File: config.mk
export PLATFORM = sky130hd
export DESIGN_NAME = hk_pll_lock_monitor
export DESIGN_NICKNAME = d
export VERILOG_FILES = /design/src/rtl/hk_pll_lock_monitor.sv
export SDC_FILE = /design/constraint.sdc
export NUM_CORES = 1
export LEC_CHECK = 0
export ABC_AREA = 1
export CAP_MARGIN = 30
export CORE_ASPECT_RATIO = 1.25
export CORE_MARGIN = 1.5
export CORE_UTILIZATION = 59
export DETAILED_ROUTE_END_ITERATION = 10
export PLACE_DENSITY_LB_ADDON = 0.3
export SYNTH_ARGS = -nofsm -noshare
export SYNTH_HDL_FRONTEND = slang
export SYNTH_SLANG_ARGS = --single-unit
File: constraint.sdc
create_clock -name clk_i -period 2.5 [get_ports clk_i]
set_input_delay 0.5 -clock clk_i [delete_from_list [all_inputs] [get_ports clk_i]]
set_output_delay 0.5 -clock clk_i [all_outputs]
set_load 0.005 [all_outputs]
File: src/rtl/hk_pll_lock_monitor.sv
// hk_pll_lock_monitor
//   Housekeeping monitor behind the flip-flop PLL phase detector. Each
//   reference window (delimited by edges of the divided reference toggle) is
//   measured in the system clock domain. A window is good when its period
//   is inside the tolerance band and the detector spent enough time in the
//   "lo asserted" and "hi deasserted" conditions. A lock FSM with
//   acquire/holdover hysteresis filters the per-window verdicts.
//
// Optional build macro: HK_PLL_LOCK_IRQ_EN adds a sticky loss interrupt.
//
// Ports
//   clk_i         system clock
//   rst_i         synchronous active-high reset
//   cfg_en_i      monitor enable; low forces DISABLED
//   ref_tgl_i     async toggle from the reference divider
//   pll_hi_i      async detector high output
//   pll_lo_i      async detector low output
//   irq_clr_i     (HK_PLL_LOCK_IRQ_EN) clears irq_o
//   irq_o         (HK_PLL_LOCK_IRQ_EN) sticky lock-loss interrupt
//   win_valid_o   one-cycle pulse at each window close
//   win_good_o    verdict of the last closed window
//   period_o      clk_i count of the last closed window, all-ones on timeout
//   lock_o        filtered lock (LOCKED or HOLDOVER)
//   state_o       FSM state encoding
//   loss_pulse_o  one-cycle pulse on each loss of lock
//   loss_cnt_o    saturating count of lock losses
//
// State table
//   state    | meaning
//   DISABLED | monitor off, counters and run lengths cleared
//   UNLOCKED | waiting for a first good window
//   ACQUIRE  | counting consecutive good windows towards lock
//   LOCKED   | lock declared, every window good so far
//   HOLDOVER | lock still reported, counting consecutive bad windows

module hk_pll_lock_monitor #(
  parameter int NOM_CNT  = 102400,
  parameter int TOL_CNT  = 15,
  parameter int DUTY_MIN = 80000,
  parameter int ACQ_N    = 4,
  parameter int LOSS_N   = 2,
  parameter int CW       = 21
) (
  input  logic          clk_i,
  input  logic          rst_i,
  input  logic          cfg_en_i,
  input  logic          ref_tgl_i,
  input  logic          pll_hi_i,
  input  logic          pll_lo_i,
`ifdef HK_PLL_LOCK_IRQ_EN
  input  logic          irq_clr_i,
  output logic          irq_o,
`endif
  output logic          win_valid_o,
  output logic          win_good_o,
  output logic [CW-1:0] period_o,
  output logic          lock_o,
  output logic [2:0]    state_o,
  output logic          loss_pulse_o,
  output logic [15:0]   loss_cnt_o
);

  localparam int RW = $clog2(ACQ_N + 1);
  localparam int BW = $clog2(LOSS_N + 1);

  localparam logic [CW-1:0] TMO_CNT  = CW'(2 * NOM_CNT);
  localparam logic [CW-1:0] RANGE_LO = CW'(NOM_CNT - TOL_CNT);
  localparam logic [CW-1:0] RANGE_HI = CW'(NOM_CNT + TOL_CNT);
  localparam logic [CW-1:0] DUTY_THR = CW'(DUTY_MIN);
  localparam logic [CW-1:0] CNT_MAX  = '1;
  localparam logic [RW-1:0] ACQ_VAL  = RW'(ACQ_N);
  localparam logic [BW-1:0] LOSS_VAL = BW'(LOSS_N);

  typedef enum logic [2:0] {
    ST_DISABLED = 3'd0,
    ST_UNLOCKED = 3'd1,
    ST_ACQUIRE  = 3'd2,
    ST_LOCKED   = 3'd3,
    ST_HOLDOVER = 3'd4
  } state_t;

  state_t          state, state_n;
  logic [RW-1:0]   run, run_n;
  logic [BW-1:0]   bad, bad_n;
  logic            loss;

  logic [2:0]      ref_sync;
  logic [1:0]      hi_sync;
  logic [1:0]      lo_sync;
  logic            tgl_edge;

  logic [CW-1:0]   per_cnt;
  logic [CW-1:0]   lo_cnt;
  logic [CW-1:0]   hi_cnt;
  logic            active;
  logic            timeout;
  logic            close;
  logic            in_range;
  logic            good;

  // Two flops per input for metastability; the third ref flop only serves
  // the edge detector, so ref edges and hi/lo levels stay cycle-aligned.
  always_ff @(posedge clk_i) begin
    if (rst_i) begin
      ref_sync <= '0;
      hi_sync  <= '0;
      lo_sync  <= '0;
    end else begin
      ref_sync <= {ref_sync[1:0], ref_tgl_i};
      hi_sync  <= {hi_sync[0], pll_hi_i};
      lo_sync  <= {lo_sync[0], pll_lo_i};
    end
  end

  assign tgl_edge = ref_sync[2] ^ ref_sync[1];

  // Measurement runs only once the FSM has left DISABLED and the enable is
  // still high, so a close can never coincide with a disable.
  assign active   = cfg_en_i && (state != ST_DISABLED);
  assign timeout  = !tgl_edge && (per_cnt == TMO_CNT);
  assign close    = active && (tgl_edge || timeout);
  assign in_range = (per_cnt > RANGE_LO) && (per_cnt < RANGE_HI);
  assign good     = tgl_edge && in_range && (lo_cnt > DUTY_THR) && (hi_cnt > DUTY_THR);

  always_ff @(posedge clk_i) begin
    if (rst_i || !active) begin
      per_cnt <= '0;
      lo_cnt  <= '0;
      hi_cnt  <= '0;
    end else if (tgl_edge || timeout) begin
      per_cnt <= CW'(1);
      lo_cnt  <= CW'(1);
      hi_cnt  <= CW'(1);
    end else begin
      if (per_cnt != CNT_MAX)
        per_cnt <= per_cnt + CW'(1);
      if (lo_sync[1] && (lo_cnt != CNT_MAX))
        lo_cnt <= lo_cnt + CW'(1);
      if (!hi_sync[1] && (hi_cnt != CNT_MAX))
        hi_cnt <= hi_cnt + CW'(1);
    end
  end

  always_ff @(posedge clk_i) begin
    if (rst_i) begin
      win_valid_o <= 1'b0;
      win_good_o  <= 1'b0;
      period_o    <= '0;
    end else begin
      win_valid_o <= close;
      if (close) begin
        win_good_o <= good;
        period_o   <= timeout ? CNT_MAX : per_cnt;
      end
    end
  end

  always_comb begin
    state_n = state;
    run_n   = run;
    bad_n   = bad;
    loss    = 1'b0;
    if (!cfg_en_i) begin
      state_n = ST_DISABLED;
      run_n   = '0;
      bad_n   = '0;
    end else begin
      case (state)
        ST_DISABLED: begin
          state_n = ST_UNLOCKED;
          run_n   = '0;
          bad_n   = '0;
        end
        ST_UNLOCKED: begin
          if (close && good) begin
            if (ACQ_VAL == RW'(1)) begin
              state_n = ST_LOCKED;
              run_n   = '0;
            end else begin
              state_n = ST_ACQUIRE;
              run_n   = RW'(1);
            end
          end
        end
        ST_ACQUIRE: begin
          if (close) begin
            if (!good) begin
              state_n = ST_UNLOCKED;
              run_n   = '0;
            end else if (run + RW'(1) == ACQ_VAL) begin
              state_n = ST_LOCKED;
              run_n   = '0;
            end else begin
              run_n = run + RW'(1);
            end
          end
        end
        ST_LOCKED: begin
          if (close && !good) begin
            if (LOSS_VAL == BW'(1)) begin
              state_n = ST_UNLOCKED;
              loss    = 1'b1;
            end else begin
              state_n = ST_HOLDOVER;
              bad_n   = BW'(1);
            end
          end
        end
        ST_HOLDOVER: begin
          if (close) begin
            if (good) begin
              state_n = ST_LOCKED;
              bad_n   = '0;
            end else if (bad + BW'(1) == LOSS_VAL) begin
              state_n = ST_UNLOCKED;
              bad_n   = '0;
              loss    = 1'b1;
            end else begin
              bad_n = bad + BW'(1);
            end
          end
        end
        default: begin
          state_n = ST_DISABLED;
          run_n   = '0;
          bad_n   = '0;
        end
      endcase
    end
  end

  always_ff @(posedge clk_i) begin
    if (rst_i) begin
      state        <= ST_DISABLED;
      run          <= '0;
      bad          <= '0;
      loss_pulse_o <= 1'b0;
      loss_cnt_o   <= '0;
    end else begin
      state        <= state_n;
      run          <= run_n;
      bad          <= bad_n;
      loss_pulse_o <= loss;
      if (loss && (loss_cnt_o != 16'hFFFF))
        loss_cnt_o <= loss_cnt_o + 16'd1;
    end
  end

  assign lock_o  = (state == ST_LOCKED) || (state == ST_HOLDOVER);
  assign state_o = state;

`ifdef HK_PLL_LOCK_IRQ_EN
  // A loss arriving together with a clear keeps the interrupt set.
  always_ff @(posedge clk_i) begin
    if (rst_i)
      irq_o <= 1'b0;
    else if (loss_pulse_o)
      irq_o <= 1'b1;
    else if (irq_clr_i)
      irq_o <= 1'b0;
  end
`endif

endmodule

**Word-level counts from Yosys, hierarchy flattened**

Cells that the tools add are included.
Widths: inputs -> output; s select.

- Register bits after elaboration: 118
- Logic and storage cells: 110
- Bits of input ports: 6
- Output and inout bits: 44

- Equality and inequality tests: 17
- Mux-type cells: 31
- Bitwise logic cells: 4
- Reductions and logical operators: 31
- $add $sub $neg: 6
- Order comparisons: 4

Operators by type and width:

| kind | number |
|---|---|
| $add 21x1->21 const B | 3 |
| $gt 21x17->1 const B | 3 |
| $ne 21x21->1 const B | 3 |
| $mux 3 | 12 |
| $eq 21x18->1 const B | 1 |
| $lt 21x17->1 const B | 1 |
| $mux 21 | 1 |
| $add 16x1->16 const B | 1 |
| $ne 16x16->1 const B | 1 |
| $pmux 3 s5 | 1 |
| $logic_and 1x1->1 | 12 |
| $mux 1 | 11 |
| $pmux 3 s3 | 1 |
| $mux 2 | 4 |
| $ne 2x2->1 const B | 4 |
| $reduce_or 2->1 | 4 |
| $eq 3x2->1 const B | 2 |
| $eq 3x3->1 const B | 2 |
| $ne 3x3->1 const B | 2 |
| $pmux 2 s3 | 1 |
| $reduce_and 3->1 | 2 |
| $reduce_and 6->1 | 1 |
| $reduce_bool 2->1 | 3 |
| $logic_not 1->1 | 4 |
| other kinds (9) | 13 |

**Logic depth before layout (Yosys ltp)**

Gate-level depths: netlist of the first run.

- Depth after elaboration: 10
- Depth in mapped cells: 17
- Mapped depth without buffers: 16

**Worst setup path after synthesis of the first run**

No wires, ideal clock.

- Path type: register to register
- Start: reg loss_cnt_o[0]
- End: reg loss_cnt_o[6]
- Slack: 0.548 ns
- Stages on the path, launching flop included: 10
- Clock period less this slack: 1.952 ns
- Arrival time: 1.882 ns
- Setup time: 0.070 ns
- Path buffers: 1
- Required time: 2.430 ns
- Cell sequence: dfxtp_1 > ha_1 > nand2_1 > nor3_4 > nand2_2 > nor4_4 > nand3b_4 > buf_12 > nand2_2 > a21oi_2

- Cells in the longest elaborated chain, start to end: 2
- Elaborated cells on any way between the ends: 3
- Those cells by class: add/sub: 1; eq/ne: 1; reduce/logical: 1

Ends and longest elaborated chain:

| element | RTL line | RTL |
|---|---|---|
| from (decl) | 60 | `output logic [15:0] loss_cnt_o` |
| from (signal assigned) | 245 | `loss_cnt_o <= loss_cnt_o + 16'd1;` |
| branches (longest 2 deep; another with $add 16x1->16) | - |  |

Several ways; the timed one is not identified.
A chain may end at the register's enable or synchronous reset.

**Worst setup path in the final report of the first run**

- Start: reg state[0] (netlist: state_o[0])
- End: out lock_o

- Cells in the longest elaborated chain, start to end: 2
- Elaborated cells on any way between the ends: 3
- Those cells by class: eq/ne: 2; reduce/logical: 1

Ends and longest elaborated chain:

| element | RTL line | RTL |
|---|---|---|
| from (decl) | 82 | `state_t state, state_n;` |
| from (signal assigned) | 240 | `state <= state_n;` |
| $eq 3x2->1 or $eq 3x3->1 (tied branches) | 249 | `assign lock_o = (state == ST_LOCKED) \|\| (state == ST_HOLDOVER);` |
| $logic_or 1x1->1 (*) | 249 |  |
| to (decl) | 57 | `output logic lock_o,` |

Every way passes the cells marked *; elsewhere a longest branch is shown, timed or not.

==> results of run 1 <==
-- final cells by class --
type	count	share of cell area [%]
Multi-Input combinational cell	643	44.3
Sequential cell	118	31.2
Timing Repair Buffer	60	7.56
Clock buffer	25	6.80
Inverter	128	6.42
Tap cell	132	2.18
Clock inverter	7	1.52
-- worst paths after layout --
path / cells after the start / start / end / slack [ns]
worst max-delay path: 6 / state_o[0]$_SDFFE_PP0P_ / lock_o / 0.08
worst min-delay path: 2 / lo_sync[0]$_SDFF_PP0_ / lo_sync[1]$_SDFF_PP0_ / 0.41
worst max register to register: 13 / hi_cnt[0]$_SDFFE_PP0P_ / hi_cnt[18]$_SDFFE_PP0P_ / 0.21
worst min register to register: 2 / lo_sync[0]$_SDFF_PP0_ / lo_sync[1]$_SDFF_PP0_ / 0.41
-- routing by layer --
metal  vias to the layer above  track usage (%)  wire length [um]
met5                         -                0                 0
met1                      2755             33.6              6400
met2                       199             47.5              7480
met3                        55             6.32               836
li1                       3043                -                 -
met4                         0             15.3               608
-- where the power goes --
group / switching, uW / internal [uW] / total, uW
clock: 847 / 1720 / 2570
sequential: 46.6 / 1940 / 1980
combinational: 319 / 202 / 521
-- synthesized netlist by cell type, types with 2 or more instances --
cell type / n / area share [%]
xnor2_1: 11 / 1.5
dfxtp_1: 118 / 37
o21a_1: 5 / 0.59
a21oi_1: 52 / 4.1
o21ai_1: 5 / 0.39
clkbuf_1: 11 / 0.65
inv_1: 117 / 6.9
a31oi_1: 4 / 0.39
inv_2: 8 / 0.47
ha_1: 10 / 2.0
clkinv_1: 2 / 0.12
nor4_1: 4 / 0.39
nand4_1: 15 / 1.5
nor3_1: 49 / 3.9
nor2_1: 153 / 9.1
nand3_1: 47 / 3.7
nor2_2: 4 / 0.39
buf_6: 2 / 0.36
nand2_1: 141 / 8.4
buf_2: 6 / 0.47
a21oi_2: 11 / 1.5
and3_1: 3 / 0.30
nand3b_1: 2 / 0.24
nor2_4: 2 / 0.36
nand2_2: 29 / 2.9
nand2_4: 4 / 0.71
xor2_1: 15 / 2.1
o21ai_0: 57 / 4.5
nor2_8: 2 / 0.63
nor3_4: 2 / 0.51
nand3_2: 2 / 0.32
-- worst reg2reg max path: cells and delay by family (launching register included) --
| kind | cells | cell delay (ns) |
|---|---|---|
| flip-flops | 1 | 0.38 |
| AO/OA/AOI/OAI | 1 | 0.10 |
| adder cells (fa/ha/maj) | 1 | 0.21 |
| AND/OR/NAND/NOR | 9 | 1.26 |
| buffers and inverters | 2 | 0.22 |
-- timing repair --
item | CTS | global route
setup buffers | 0 | 2
gates resized for setup | 1 | 6
endpoints found under the setup margin | 1 | 3
-- flip-flops by register name, indices dropped and copies added, names as in the netlist, 3 cells and up --
signal      count
hi_cnt         21
run             3
loss_cnt_o     16
period_o       21
per_cnt        21
ref_sync        3
state_o         3
lo_cnt         21
-- kinds of logic after synthesis --
family / share of synthesized area, %
compound gates: 12.3
xor+xnor: 3.59
fa+ha+maj: 1.97
buf+inv: 10.1
flops: 37.3
simple gates: 34.7
-- per-stage QoR --
step                      area (um^2)  util [%]  hold slack (ns)  worst slack [ns]  std cells
after global routing             7580      72.1            0.423            0.0195       1113
after CTS                        7540      71.7            0.408           0.00150       1111
after detailed placement         6910      65.7            0.401             0.204       1079
after global placement           6900      65.6            0.398             0.258       1078
final                            7580      72.1            0.406            0.0848       1113
after floorplan                  6340         -            0.388             0.548        913
==> flow_summary.yaml, run 1 <==
status:
  run_status: "finished clean"
worst_setup_path:
  cp_cell_sequence: "nor2_1 -> inv_1 -> nor2_2 -> inv_1 -> nand2_1 -> clkdlybuf4s50_1"
  cp.buffers_inverters: 3
  end_kind: "output port"
  critical-path-top-delay-family: "buffers and inverters"
  worstSetupPathType: "register to output port"
  crit_top_cell: "inv_1"
  max_stage_delay_ns: 0.51
  cp.arrival_ns: 1.92
  slowest_stage: "clkdlybuf4s50_1"
  cp_max_fo: 5
  start_kind: "register"
  critPathRequiredTime_ns: 2.00
finish:
  regArea_um2: 2360
  final_common_cell: "nor2_1"
  most-common-layout-cells: "151 x nor2_1, 140 x nand2_1, 117 x dfxtp_1"
  diodes: 0
  nFillCells: 820
  final_nets: 984
  drive_above_1_share_pct: 12.2
  area_growth_pct: 19.6
  multi_input_area_um2: 3360
global_routing:
  grt_max_degree: 28
  antenna_found_initial: 0
  grtUsageTotal_pct: 28.6
  grt_pass1_vias: 5764
  grt-ovfl-total: 0
  grt_pass1_wl_mm: 25.8
detailed_routing:
  drc_errors: 0
  drt-total-wl_mm: 15.3
  via_count: 6052
  antenna_left: 0
  dr.pass1.iters: 8
  vias_per_cell: 5.44
  routedWlPerCell_um: 13.8
  drtIter0Drc: 346
clock_tree:
  clock-sinks: 118
  tritoncts: "done"
  clock_path_buffers: 2
  cts_buffers: 17
  clk_latency_ns: 0.41
  root_buffer: "clkbuf_16"
  cts_hold_buf: 0
  h-tree-depth: 4
  path_clk_slew_ns: 0.05
synthesis:
  synth.distinct_cells: 51
  synth_edf_count: 0
  synthArstFlopShare_pct: 0
  ys_warn_count: 0
  syn_nets: 929
  synthFlopType: "dfxtp_1"
  syn-cell-area_um2: 6340
  synth_seq_cells: 118
  postSynthAreaPerCell_um2: 6.94
  seq_area_frac_synth_pct: 37.3
  syn_inst: 913
place:
  gp_congestion: 0.891
  dp_hpwl_mm: 10.4
  port_buffers: 49
sta:
  setup_viol_count_final: 0
  tightest_slew_ns: 0.620
  maxSlewViolCount: 0
  rsz0062_at_grt: "false"
  tns_ns: 0
  slew-limit-headroom_pct: 58.6
  final.min_clock_period_ns: 2.42
  finClkSkew_ns: 0.00569
  hold_viol: 0
  fmaxAchievable_mhz: 414
  fin_crit_sh_pct: 96.6
power_and_ir_drop:
  fin_total_pwr_uw: 5070
  power.leakage_uw: 0.00299
  vdd_drop_max_uv: 424
  p_per_area_nw_per_um2: 670
worst_hold_path:
  min_path_type: "register to register"
floorplanning:
  dieArea_um2: 11400
  initial_core_util_pct: 60.3
  die_w_um: 95.7
  core-area_um2: 10500
  io_pins: 50
  die_y_um: 119
  rows: 42
job:
  maxCapViolCount: 0
(Power assumes the default switching activity.)
==> inputs of run 2 (changes only) <==
- CORE_ASPECT_RATIO: 1.25 -> 0.9
==> flow_summary.yaml, run 2 (synthesis results as in run 1) <==
place:
  gp_congestion: 0.906
  port_buffers: 49
  pre_cts_ws_ns: 0.225
  dp_hpwl_mm: 9.70
clock_tree:
  path_clk_slew_ns: 0.05
  cts_hold_buf: 0
  cts_buffers: 17
  postCtsSetupRepairBufs: 0
  root_buffer: "clkbuf_16"
  h-tree-depth: 4
  clock_path_buffers: 2
  tritoncts: "done"
  cts-resized-gates: 0
  clock-sinks: 118
  clk_latency_ns: 0.42
worst_hold_path:
  min_path_type: "register to register"
  hold_depth: 2
detailed_routing:
  drc_errors: 0
  via_count: 5910
  dr.pass1.iters: 5
  routedWlPerCell_um: 13.4
  antenna_left: 0
  drt-total-wl_mm: 14.8
  vias_per_cell: 5.33
  drtIter0Drc: 449
job:
  maxCapViolCount: 0
sta:
  setup_viol_count_final: 0
  hold_viol: 0
  timing.hold.ws_ns: 0.401
  slew-limit-headroom_pct: 53.7
  tightest_slew_ns: 0.693
  fin_crit_sh_pct: 97.9
  finClkSkew_ns: 0.0134
  fmaxAchievable_mhz: 409
  maxSlewViolCount: 0
  fin_ws_ns: 0.0526
  final.min_clock_period_ns: 2.45
finish:
  area_growth_pct: 19.1
  diodes: 0
  final_nets: 982
  most-common-layout-cells: "149 x nor2_1, 140 x nand2_1, 117 x inv_1, 117 x dfxtp_1, 57 x o21ai_0"
  nFillCells: 823
  drive_above_1_share_pct: 12.4
  final_common_cell: "nor2_1"
power_and_ir_drop:
  p_per_area_nw_per_um2: 671
  vdd_drop_max_uv: 488
  power.leakage_uw: 0.00298
  fin_total_pwr_uw: 5060
worst_setup_path:
  start_kind: "register"
  worstSetupPathType: "register to output port"
  r2r-start: "per_cnt[1]$_SDFFE_PP0P_"
  r2r_setup_slack_ns: 0.25
  max_stage_delay_ns: 0.52
  rr_worst_depth: 13
  end_kind: "output port"
  cp_max_fo: 6
  worstSetupStartpoint: "state_o[2]$_SDFFE_PP0P_"
  critPathRequiredTime_ns: 2.00
  crit_top_cell: "inv_1"
  slowest_stage: "clkdlybuf4s50_1"
  cp.arrival_ns: 1.95
  cp_cell_sequence: "inv_1 -> nor2_2 -> inv_1 -> nand2_1 -> clkdlybuf4s50_1"
  crit_end: "lock_o"
  rr_endpoint: "per_cnt[15]$_SDFFE_PP0P_"
global_routing:
  grtUsageMet1_pct: 32.6
  grt_pass1_vias: 5406
  grt.busiest_layer: "met2"
  grt_max_degree: 32
  grtUsageMet3_pct: 5.15
  grtUsageTotal_pct: 26.5
  grtUsageMet2_pct: 45.5
  grt_pass1_wl_mm: 24.4
  grt-ovfl-total: 0
  antenna_found_initial: 0
floorplanning:
  rows: 35
  core-area_um2: 10300
  initial_core_util_pct: 61.3
  dieArea_um2: 11400
  die_y_um: 101
  die_w_um: 112
  io_pins: 50
status:
  run_status: "finished clean"
==> run 2: changes by cell type in the layout (fill, tap and decap cells not counted) <==
cell	change
nor3_2	+1
nor3_4	-1
nor2_1	-2
buf_4	-2
nand2_2	+1
clkinv_2	+1
clkbuf_1	-2
nor2_2	+2
inv_6	+2
inv_1	+1
nand2_4	-1
clkbuf_8	-2
==> run 2: final cells by class <==
cell class	instances	area, um^2	area share (%)
clock buffers	21	480	6.37
clock inverters	11	145	1.92
inverters	128	483	6.40
multi-input cells	643	3350	44.4
flip-flops and latches	118	2360	31.3
well taps	129	161	2.14
repair buffers	58	558	7.40
==> run 2: where the power goes <==
part | internal, uW | switching (uW)
clock | 1670 | 908
combinational | 201 | 301
sequential | 1940 | 45.1
total | 3810 | 1250
==> run 2: per-layer routing <==
metal	share of wire, %	routed length [um]
met1	47	6940
met4	2.0	301
met2	46	6820
met5	0	0
met3	5.0	746
==> run 2: through the flow <==
step | area (um^2) | utilization [%] | setup TNS [ns] | instances
final | 7540 | 73.0 | 0 | 1108
after global routing | 7540 | 73.0 | -0.0178 | 1108
after CTS | 7530 | 72.8 | 0 | 1108
after detailed placement | 6900 | 66.8 | 0 | 1076
after global placement | 6900 | 66.8 | 0 | 1076
after floorplan | 6340 | - | 0 | 913
==> run 2: worst min-delay path by stage <==
stage | start | end | slack, ns
2_1_floorplan | hi_sync[0]$_SDFF_PP0_ | hi_sync[1]$_SDFF_PP0_ | 0.39
3_3_place_gp | ref_sync[0]$_SDFF_PP0_ | ref_sync[1]$_SDFF_PP0_ | 0.40
3_5_place_dp | lo_sync[0]$_SDFF_PP0_ | lo_sync[1]$_SDFF_PP0_ | 0.40
4_1_cts | lo_sync[0]$_SDFF_PP0_ | lo_sync[1]$_SDFF_PP0_ | 0.40
5_1_grt | lo_sync[0]$_SDFF_PP0_ | lo_sync[1]$_SDFF_PP0_ | 0.42
6_report | lo_sync[0]$_SDFF_PP0_ | lo_sync[1]$_SDFF_PP0_ | 0.40
==> run 2: critical path: cells and delay by family, from the launching register on <==
kind	cells	cell delay, ns
buf+inv	3	0.76
flops	1	0.44
simple gates	2	0.33
